## config.mk

```make
export PLATFORM = sky130hd
export DESIGN_NAME = median9_sequencer
export DESIGN_NICKNAME = d
export VERILOG_FILES = /design/src/rtl/median_pkg.sv /design/src/rtl/comparison.sv /design/src/rtl/median9_sequencer.sv
export SDC_FILE = /design/constraint.sdc
export NUM_CORES = 1
export LEC_CHECK = 0
export CORE_AREA = 8 8 132 134
export CTS_BUF_LIST = sky130_fd_sc_hd__clkbuf_4
export CTS_CLUSTER_SIZE = 12
export DETAILED_ROUTE_END_ITERATION = 8
export DIE_AREA = 0 0 140 142
export GPL_ROUTABILITY_DRIVEN = 1
export PLACE_DENSITY = 0.66
export SLEW_MARGIN = 25
export SYNTH_ARGS = -nofsm -noshare
export SYNTH_HDL_FRONTEND = slang
export SYNTH_SLANG_ARGS = --single-unit
```

## constraint.sdc

```tcl
create_clock -name iClk -period 6.15 [get_ports iClk]
set_input_delay 1.5375 -clock iClk [delete_from_list [all_inputs] [get_ports iClk]]
set_output_delay 1.5375 -clock iClk [all_outputs]
set_load 0.005 [all_outputs]
```

## src/rtl/median_pkg.sv

```systemverilog
// Shared definitions for the median-of-9 engine.
//   state_e          : sequencer states
//   NUM_PIX          : pixels per 3x3 window
//   NUM_STEPS        : length of the compare-exchange network
//   MEDIAN_IDX       : register that holds the median once the network completes
//   SCHED_A/SCHED_B  : per-step register pair; the smaller value lands in SCHED_A
package median_pkg;

  typedef enum logic [1:0] {IDLE, ISSUE, WB, DONE} state_e;

  localparam int NUM_PIX    = 9;
  localparam int NUM_STEPS  = 19;
  localparam int MEDIAN_IDX = 4;

  localparam logic [3:0] SCHED_A [NUM_STEPS] = '{
    4'd1, 4'd4, 4'd7, 4'd0, 4'd3, 4'd6, 4'd1, 4'd4, 4'd7, 4'd0,
    4'd5, 4'd4, 4'd3, 4'd1, 4'd2, 4'd4, 4'd4, 4'd6, 4'd4
  };

  localparam logic [3:0] SCHED_B [NUM_STEPS] = '{
    4'd2, 4'd5, 4'd8, 4'd1, 4'd4, 4'd7, 4'd2, 4'd5, 4'd8, 4'd3,
    4'd8, 4'd7, 4'd6, 4'd4, 4'd5, 4'd7, 4'd2, 4'd4, 4'd2
  };

endpackage

```

## src/rtl/comparison.sv

```systemverilog
// Registered 8-bit compare-exchange cell. No reset; captures every cycle.
//   iClk          : clock
//   iNum1, iNum2  : operands
//   oNum_Smaller  : min(iNum1, iNum2) one cycle later (iNum1 on a tie)
//   oNum_Greater  : max(iNum1, iNum2) one cycle later
module comparison (
  input  logic       iClk,
  input  logic [7:0] iNum1,
  input  logic [7:0] iNum2,
  output logic [7:0] oNum_Smaller,
  output logic [7:0] oNum_Greater
);

  logic [7:0] lo_q, lo_d, hi_q, hi_d;

  always_comb begin
    lo_d = iNum1;
    hi_d = iNum2;
    if (iNum2 < iNum1) begin
      lo_d = iNum2;
      hi_d = iNum1;
    end
  end

  always_ff @(posedge iClk) begin
    lo_q <= lo_d;
    hi_q <= hi_d;
  end

  assign oNum_Smaller = lo_q;
  assign oNum_Greater = hi_q;

endmodule

```

## src/rtl/median9_sequencer.sv

```systemverilog
// Time-multiplexed median-of-9: loads a 3x3 window, walks the 19-step
// compare-exchange network through one shared comparison cell (2 cycles per
// step), then presents the median until downstream accepts it.
//   iClk, iRst_n      : clock, synchronous active-low reset
//   iWindow           : p0..p8, pixel i at [8i+7:8i]
//   iValid / oReady   : upstream handshake (accept in IDLE only)
//   oMedian / oValid  : registered result, held until iReady
//   iReady            : downstream accept
//   oBusy             : high while the network is running
module median9_sequencer
  import median_pkg::*;
#(
  parameter int DATA_W = 8
) (
  input  logic                  iClk,
  input  logic                  iRst_n,
  input  logic [9*DATA_W-1:0]   iWindow,
  input  logic                  iValid,
  output logic                  oReady,
  output logic [DATA_W-1:0]     oMedian,
  output logic                  oValid,
  input  logic                  iReady,
  output logic                  oBusy
);

  state_e                          state_q, state_d;
  logic [4:0]                      step_q, step_d;
  logic [NUM_PIX-1:0][DATA_W-1:0]  r_q, r_d;
  logic [DATA_W-1:0]               med_q, med_d;
  logic                            rdy_q, rdy_d;
  logic                            vld_q, vld_d;
  logic                            busy_q, busy_d;

  logic [3:0]        idx_a, idx_b;
  logic [DATA_W-1:0] cmp_lo, cmp_hi;
  logic              accept;

  assign idx_a = SCHED_A[step_q];
  assign idx_b = SCHED_B[step_q];

  // Operands are driven unconditionally from the current step; the cell's
  // outputs are only consumed in WB, when they reflect the ISSUE cycle.
  comparison u_cmp (
    .iClk         (iClk),
    .iNum1        (r_q[idx_a]),
    .iNum2        (r_q[idx_b]),
    .oNum_Smaller (cmp_lo),
    .oNum_Greater (cmp_hi)
  );

  // Gating with the reset keeps oReady low while reset is held and lets it
  // rise in the first cycle after release.
  assign oReady  = rdy_q & iRst_n;
  assign accept  = iValid & oReady;
  assign oValid  = vld_q;
  assign oMedian = med_q;
  assign oBusy   = busy_q;

  always_comb begin
    state_d = state_q;
    step_d  = step_q;
    r_d     = r_q;
    med_d   = med_q;
    rdy_d   = rdy_q;
    vld_d   = vld_q;
    busy_d  = busy_q;
    unique case (state_q)
      IDLE: begin
        if (accept) begin
          r_d     = iWindow;
          step_d  = '0;
          state_d = ISSUE;
          rdy_d   = 1'b0;
          busy_d  = 1'b1;
        end
      end
      ISSUE: state_d = WB;
      WB: begin
        r_d[idx_a] = cmp_lo;
        r_d[idx_b] = cmp_hi;
        if (step_q == 5'(NUM_STEPS - 1)) begin
          med_d   = r_d[MEDIAN_IDX];
          state_d = DONE;
          busy_d  = 1'b0;
          vld_d   = 1'b1;
        end else begin
          step_d  = step_q + 5'd1;
          state_d = ISSUE;
        end
      end
      DONE: begin
        if (iReady) begin
          state_d = IDLE;
          vld_d   = 1'b0;
          rdy_d   = 1'b1;
        end
      end
      default: state_d = IDLE;
    endcase
  end

  always_ff @(posedge iClk) begin
    if (!iRst_n) begin
      state_q <= IDLE;
      step_q  <= '0;
      med_q   <= '0;
      rdy_q   <= 1'b1;
      vld_q   <= 1'b0;
      busy_q  <= 1'b0;
    end else begin
      state_q <= state_d;
      step_q  <= step_d;
      med_q   <= med_d;
      rdy_q   <= rdy_d;
      vld_q   <= vld_d;
      busy_q  <= busy_d;
    end
  end

  // Register file contents are meaningless after reset; no reset needed.
  always_ff @(posedge iClk) begin
    r_q <= r_d;
  end

endmodule
```

### Word-level counts from Yosys, hierarchy flattened

Memories as Yosys holds them, arrays and structs flattened.
Index checks and enable logic that the tools add are counted.

* reduce and logical (&&, ||, !) cells: 13
* $lt $le $gt $ge: 6
* multiply operators: 0
* equal/unequal tests: 8
* shift operators: 0
* muxes and demuxes: 34
* bitwise operators: 3
* add/sub/neg operators: 1
* div/mod/pow operators: 0

Operator list (number)
* bitwise mux 72 bit: 2
* case mux 72 bit (2 select lines): 1
* two-way mux 72 bit: 1
* binary-select mux 8 bit (select 4 bit): 2
* demux 8 bit (select 4 bit): 2
* two-way mux 8 bit: 6
* two-way mux 4 bit: 4
* AND reduction 3 bit: 4
* less-than comparator 4 x 5 -> 1 bit, second input constant: 2
* two-way mux 5 bit: 2
* case mux 5 bit (2 select lines): 1
* greater-or-equal comparator 4 x 1 -> 1 bit, second input constant: 2
* less-than comparator 8 bit: 1
* != test 2 bit, second input constant: 4
* case mux 2 bit (4 select lines): 1
* greater-or-equal comparator 6 bit, second input constant: 1
* two-way mux 1 bit: 6
* two-way mux 2 bit: 3
* NOT 5 -> 6 bit: 1
* case mux 1 bit (2 select lines): 3
* AND reduction 2 bit: 3
* nonzero test 2 bit: 3
* adder 5 x 1 -> 5 bit, second input constant: 1
* == test 5 bit, second input constant: 1
* other kinds (5): 8

* input port bits: 76
* latch bits: 0
* memories: 2
* output and inout port bits: 11
* bits in writable memories: 0
* flip-flop bits (word level): 106
* memory bits (read-only): 256
* logic and storage cells: 84

Memories
* (no name shown): words 32, bits a word 4, rd ports 1, clocked after Yosys merged registers in 0, wr ports 0, line median9_sequencer.sv:39 `assign idx_b = SCHED_B[step_q];`
* (no name shown): words 32, bits a word 4, rd ports 1, clocked after Yosys merged registers in 0, wr ports 0, line median9_sequencer.sv:38 `assign idx_a = SCHED_A[step_q];`

### Logic depth before layout (Yosys ltp)

* depth after elaboration: 11
* gate-level depth with buffers: 21

### Hierarchy

A second synthesis with hierarchy kept.

* cells, all modules: 776
* area total of the unflattened synthesis: 7219.4 um^2

Modules (own cells, without submodules)
* median9_sequencer: cells an instance 719, times used 1, area an instance 6473.7 um^2
* comparison: cells an instance 57, times used 1, area an instance 745.7 um^2

### Least setup slack after synthesis

Ideal clock, no wire load.

* path kind: reg-to-reg
* start point: reg step_q[0]
* end point: reg u_cmp.lo_q[1] (netlist: u_cmp.oNum_Smaller[1])
* setup time: 0.121 ns
* stages on the path, launching flop included: 18
* path slack: 1.863 ns
* arrival time: 4.166 ns
* buffers on the path: 1
* path through: dfxtp_1 inv_1 ha_1 inv_1 mux4_2 o21ai_2 nor2_1 a221o_1 a222oi_1 ha_1 a21o_1 a21o_1 a21oi_1 nand2_1 nor2_2 a22oi_4 buf_6 mux2_4

* longest elaborated chain between the ends: 8
* elaborated cells on any way between the ends: 13
* classes of those cells: order compare: 1; mux: 9; bitwise: 1; memory: 2

RTL lines
* start, declared: line median9_sequencer.sv:27 `logic [4:0] step_q, step_d;`
* start signal, assigned: line median9_sequencer.sv:112 `step_q <= step_d;`
* NOT 5 -> 6 bit (implied by the code) *: line median9_sequencer.sv:38, median9_sequencer.sv:39
* memory (32 x 4 bit), on equally long branches
* two-way mux 4 bit, on equally long branches (2 in a row): line median9_sequencer.sv:39, median9_sequencer.sv:38
* binary-select mux 8 bit (select 4 bit), on equally long branches: line median9_sequencer.sv:46, median9_sequencer.sv:45
* two-way mux 8 bit, on equally long branches: line median9_sequencer.sv:46, median9_sequencer.sv:45
* less-than comparator 8 bit: line comparison.sv:19 `if (iNum2 < iNum1) begin`
* two-way mux 8 bit *: line comparison.sv:19
* via u_cmp.lo_d[1]: line comparison.sv:14 `logic [7:0] lo_q, lo_d, hi_q, hi_d;`
* end signal, assigned: line comparison.sv:26 `lo_q <= lo_d;`
* end, declared: line comparison.sv:14

The timed path passes the listed nets; every way through them passes the cells marked *. The select of a mux whose other input is x is not followed.
A chain may end at the register's enable or synchronous reset.

### Worst setup path in the final report

* start point: reg step_q[0]
* end point: reg u_cmp.hi_q[3] (netlist: u_cmp.oNum_Greater[3])

* longest elaborated chain between the ends: 8
* elaborated cells on any way between the ends: 13
* classes of those cells: order compare: 1; mux: 9; bitwise: 1; memory: 2

RTL lines
* NOT 5 -> 6 bit (implied by the code) *: line median9_sequencer.sv:38, median9_sequencer.sv:39
* memory (32 x 4 bit), on equally long branches
* two-way mux 4 bit, on equally long branches (2 in a row): line median9_sequencer.sv:39, median9_sequencer.sv:38
* binary-select mux 8 bit (select 4 bit), on equally long branches: line median9_sequencer.sv:46, median9_sequencer.sv:45
* two-way mux 8 bit, on equally long branches: line median9_sequencer.sv:46, median9_sequencer.sv:45
* less-than comparator 8 bit: line comparison.sv:19
* two-way mux 8 bit *: line comparison.sv:19
* via u_cmp.hi_d[3]: line comparison.sv:14
* end signal, assigned: line comparison.sv:27 `hi_q <= hi_d;`
* end, declared: line comparison.sv:14

Marked as above.

==> run metrics <==
min-delay src oValid; Cell Chain, Critical Path inv_1 -> ha_1 -> xnor2_1 -> nand2_1 -> o211ai_1 -> nand2_1 -> o221ai_1 -> a31oi_1 -> a211o_1 -> ha_1 -> o21ai_0 -> a221o_1 -> a22oi_4 -> buf_4 -> mux2_2; WL/cell 26.25 microns; max incr delay on CP 0.86 ns; Max Buffers Root-to-Sink 2; Worst Path Max Fanout 11; startpoint types register; Post-DP HPWL 19940 microns; Post-Route Setup TNS 0 ns; GP Congestion 1.014; Root Buffer clkbuf_4; Rows 46; crit path launch step_q[0]; CTS tree done; Die Ht 142 microns; met2 Use GR 39.00%; Die X 140 microns; Syn. warnings 0; asr flop ratio synth 0%; I/O Buffers 86; clk_skew 0.02122 ns; vias per cell 6.461; CORE AREA 0.01542 sq mm; ANT nets after route 0; Die ar. 0.01988 sq mm; CP required 6.55 ns; Mapped Area 0.006755 sq mm; Starting Density 43.79%; initial antenna violation count 1; vias in the first global route 6203; hold crit path type reg -> reg; area delta synth->final 17.11%; CP arrival 5.54 ns; leakage power 2.980 nW; # H-tree levels 3; Period minus WS final 5.138 ns; final setup fails 0; share of post-route cells with drive strength above 1 8.374%; clock sink total 106; Fillers 1508; WL final 26700 microns; number of buffers created by CTS 9; RSZ-0062 raised after global routing no; Iter 0 DRT Violations 626; M3 GR Usage 6.944%; Top Usage Layer GRT met2; Critical Path Sink Type register; sequential share of the synthesized area 42.08%; Slew HR 28.98%; Most used DFF post-synth edfxtp_1; period utilization 83.55%; Synth Area per Inst 8.807 sq um; Final Max Tran Viols 0; drt pass-1 iters 5; clock-pin transition on the worst setup and hold timing paths 0.16 ns; GR Util met1 35.27%; I/O Pins 87; Achievable Freq 194.6 MHz; cts hold-fix bufs 0; status complete, no violations; DRC viols 0; largest net degree at the start of global routing 89; number of nets in the layout 910; max-cap violation count 0; EDFF count, synth 72; worst r2r src step_q[0]; worst hold margin 0.4874 ns; Slew @ Worst Pin 1.061 ns; post-CTS sizing 0; Final Hold Fails 0; Yosys cell types 71; pwr dens 221.0 mW/mm^2; grt total ovfl 0; Syn Inst Count 767; syn_nets 858; GRT Util Overall 26.63%; critical path class reg -> reg; Worst path slowest cell o211ai_1; routed vias 6571; Clk Latency, worst-skew pair 0.50 ns; Peak supply drop 0.0001077 V; number of post-CTS setup repair buffers 0; first-pass GRT wire length 39140 microns; #FFs+latches synth 106
power by group:
part	switching [mW]	leakage (nW)	total (mW)	internal [mW]
registers	0.179	0.946	1.01	0.829
logic	0.160	1.94	0.311	0.151
clock network	0.253	0.0906	0.429	0.176
sequential cells by signal (all words and copies together) (netlist names):
register / flops
state_q: 2
oValid: 1
oMedian: 8
u_cmp.oNum_Smaller: 8
u_cmp.oNum_Greater: 8
r_q: 72
rdy_q: 1
step_q: 5
oBusy: 1
area by class of cell:
class                      instances  area [sq um]  share of cell area, %
clock buffer                      10         75.07                 0.9489
clock inverter                     6         98.84                  1.249
sequential                       106          2843                  35.93
inverter                          20         75.07                 0.9489
tap                              192         240.2                  3.037
timing repair buffer             106          1011                  12.78
antenna                            1         2.502                0.03163
multi-input combinational        576          3566                  45.07
worst max-delay path, delay by kind of cell, from the launching register on:
| family | cells | cell delay (ns) |
|---|---|---|
| multiplexers | 1 | 0.35 |
| buffers and inverters | 2 | 0.47 |
| adder cells (fa/ha/maj) | 2 | 0.73 |
| XOR/XNOR | 1 | 0.34 |
| AND/OR/NAND/NOR | 2 | 0.39 |
| AO/OA/AOI/OAI | 7 | 2.19 |
| flip-flops | 1 | 0.57 |
path summary, 6_finish.rpt:
kind | to | slack, ns | cells past startpoint
min reg2reg | oValid | 0.49 | 2
max | u_cmp.oNum_Greater[3] | 1.01 | 15
max reg2reg | u_cmp.oNum_Greater[3] | 1.01 | 15
min | oValid | 0.49 | 2
placed cells by master (no fill, tap or decap), types with 5 or more instances in the layout:
cell	instances
a31oi_1	12
nand3_1	14
and2_1	12
edfxtp_1	72
buf_4	20
a21oi_1	30
inv_1	19
nor3_1	6
o21ai_0	35
mux2i_1	30
nor3_2	6
ha_1	15
nand2_1	94
nand4_1	6
mux2_2	10
a21boi_0	5
a221oi_1	58
nor2_1	148
a211o_1	5
clkbuf_4	10
dfxtp_1	34
clkdlybuf4s50_1	86
o22ai_1	7
o31a_1	5
stage by stage:
stage / utilization (%) / power [mW] / worst slack [ns] / cells / cell area, sq um
5_1_grt: 51.29 / 1.796 / 0.7993 / 1017 / 7911
3_5_place_dp: 50.15 / 1.313 / 1.154 / 1000 / 7735
6_report: 51.29 / 1.749 / 1.012 / 1017 / 7911
3_3_place_gp: 50.11 / 1.308 / 1.361 / 1000 / 7730
2_1_floorplan: - / 1.108 / 1.863 / 767 / 6755
4_1_cts: 51.27 / 1.733 / 1.117 / 1016 / 7909
layer usage:
layer	vias up	wire, microns	part of all wire (%)
met5	-	0	0
met4	0	1250	4.7
met3	81	2547	9.5
met2	395	11610	43
met1	3167	11290	42
li1	2928	-	-
cells by family (layout without fill, tap and decap cells):
kind of cell | after synthesis | in the layout | share of synthesized area (%)
AND/OR/NAND/NOR | 312 | 312 | 20.04
AO/OA/AOI/OAI | 200 | 200 | 21.65
flip-flops | 106 | 106 | 42.08
buffers and inverters | 85 | 142 | 5.501
multiplexers | 46 | 46 | 7.557
adder cells (fa/ha/maj) | 15 | 15 | 2.778
XOR/XNOR | 3 | 3 | 0.3890
other | 0 | 1 | 0
cell usage after synthesis (all sizes together), types with 2 or more instances:
library cell  instances  area [sq um]
a21o                  2         15.01
nand2b                4         25.02
mux2                 14         165.2
clkbuf               51         191.4
o22ai                 7         43.79
nand2                94         352.8
nor4                  4         31.28
nand3                14         70.07
o21a                  2         15.01
a21oi                30         150.1
a221oi               58         508.0
o31a                  5         43.79
o211a                 2         20.02
buf                  14         105.1
edfxtp               72          2162
inv                  20         75.07
or4                   2         15.01
ha                   15         187.7
nand4                 6         37.54
and2                 12         75.07
or3                   3         18.77
a211oi                3         35.03
a31oi                12         75.07
mux2i                31         322.8
a221o                 4         40.04
nor2                149         561.8
o211ai                4         30.03
a21boi                6         45.05
dfxtp                34         680.7
nor3                 12         75.07
nor2b                 5         31.28
a222oi                2         20.02
xor2                  2         17.52
a22oi                 5         51.30
a211o                 5         43.79
o221ai                4         35.03
o21ai                40         207.7
(Power assumes the default switching activity.)
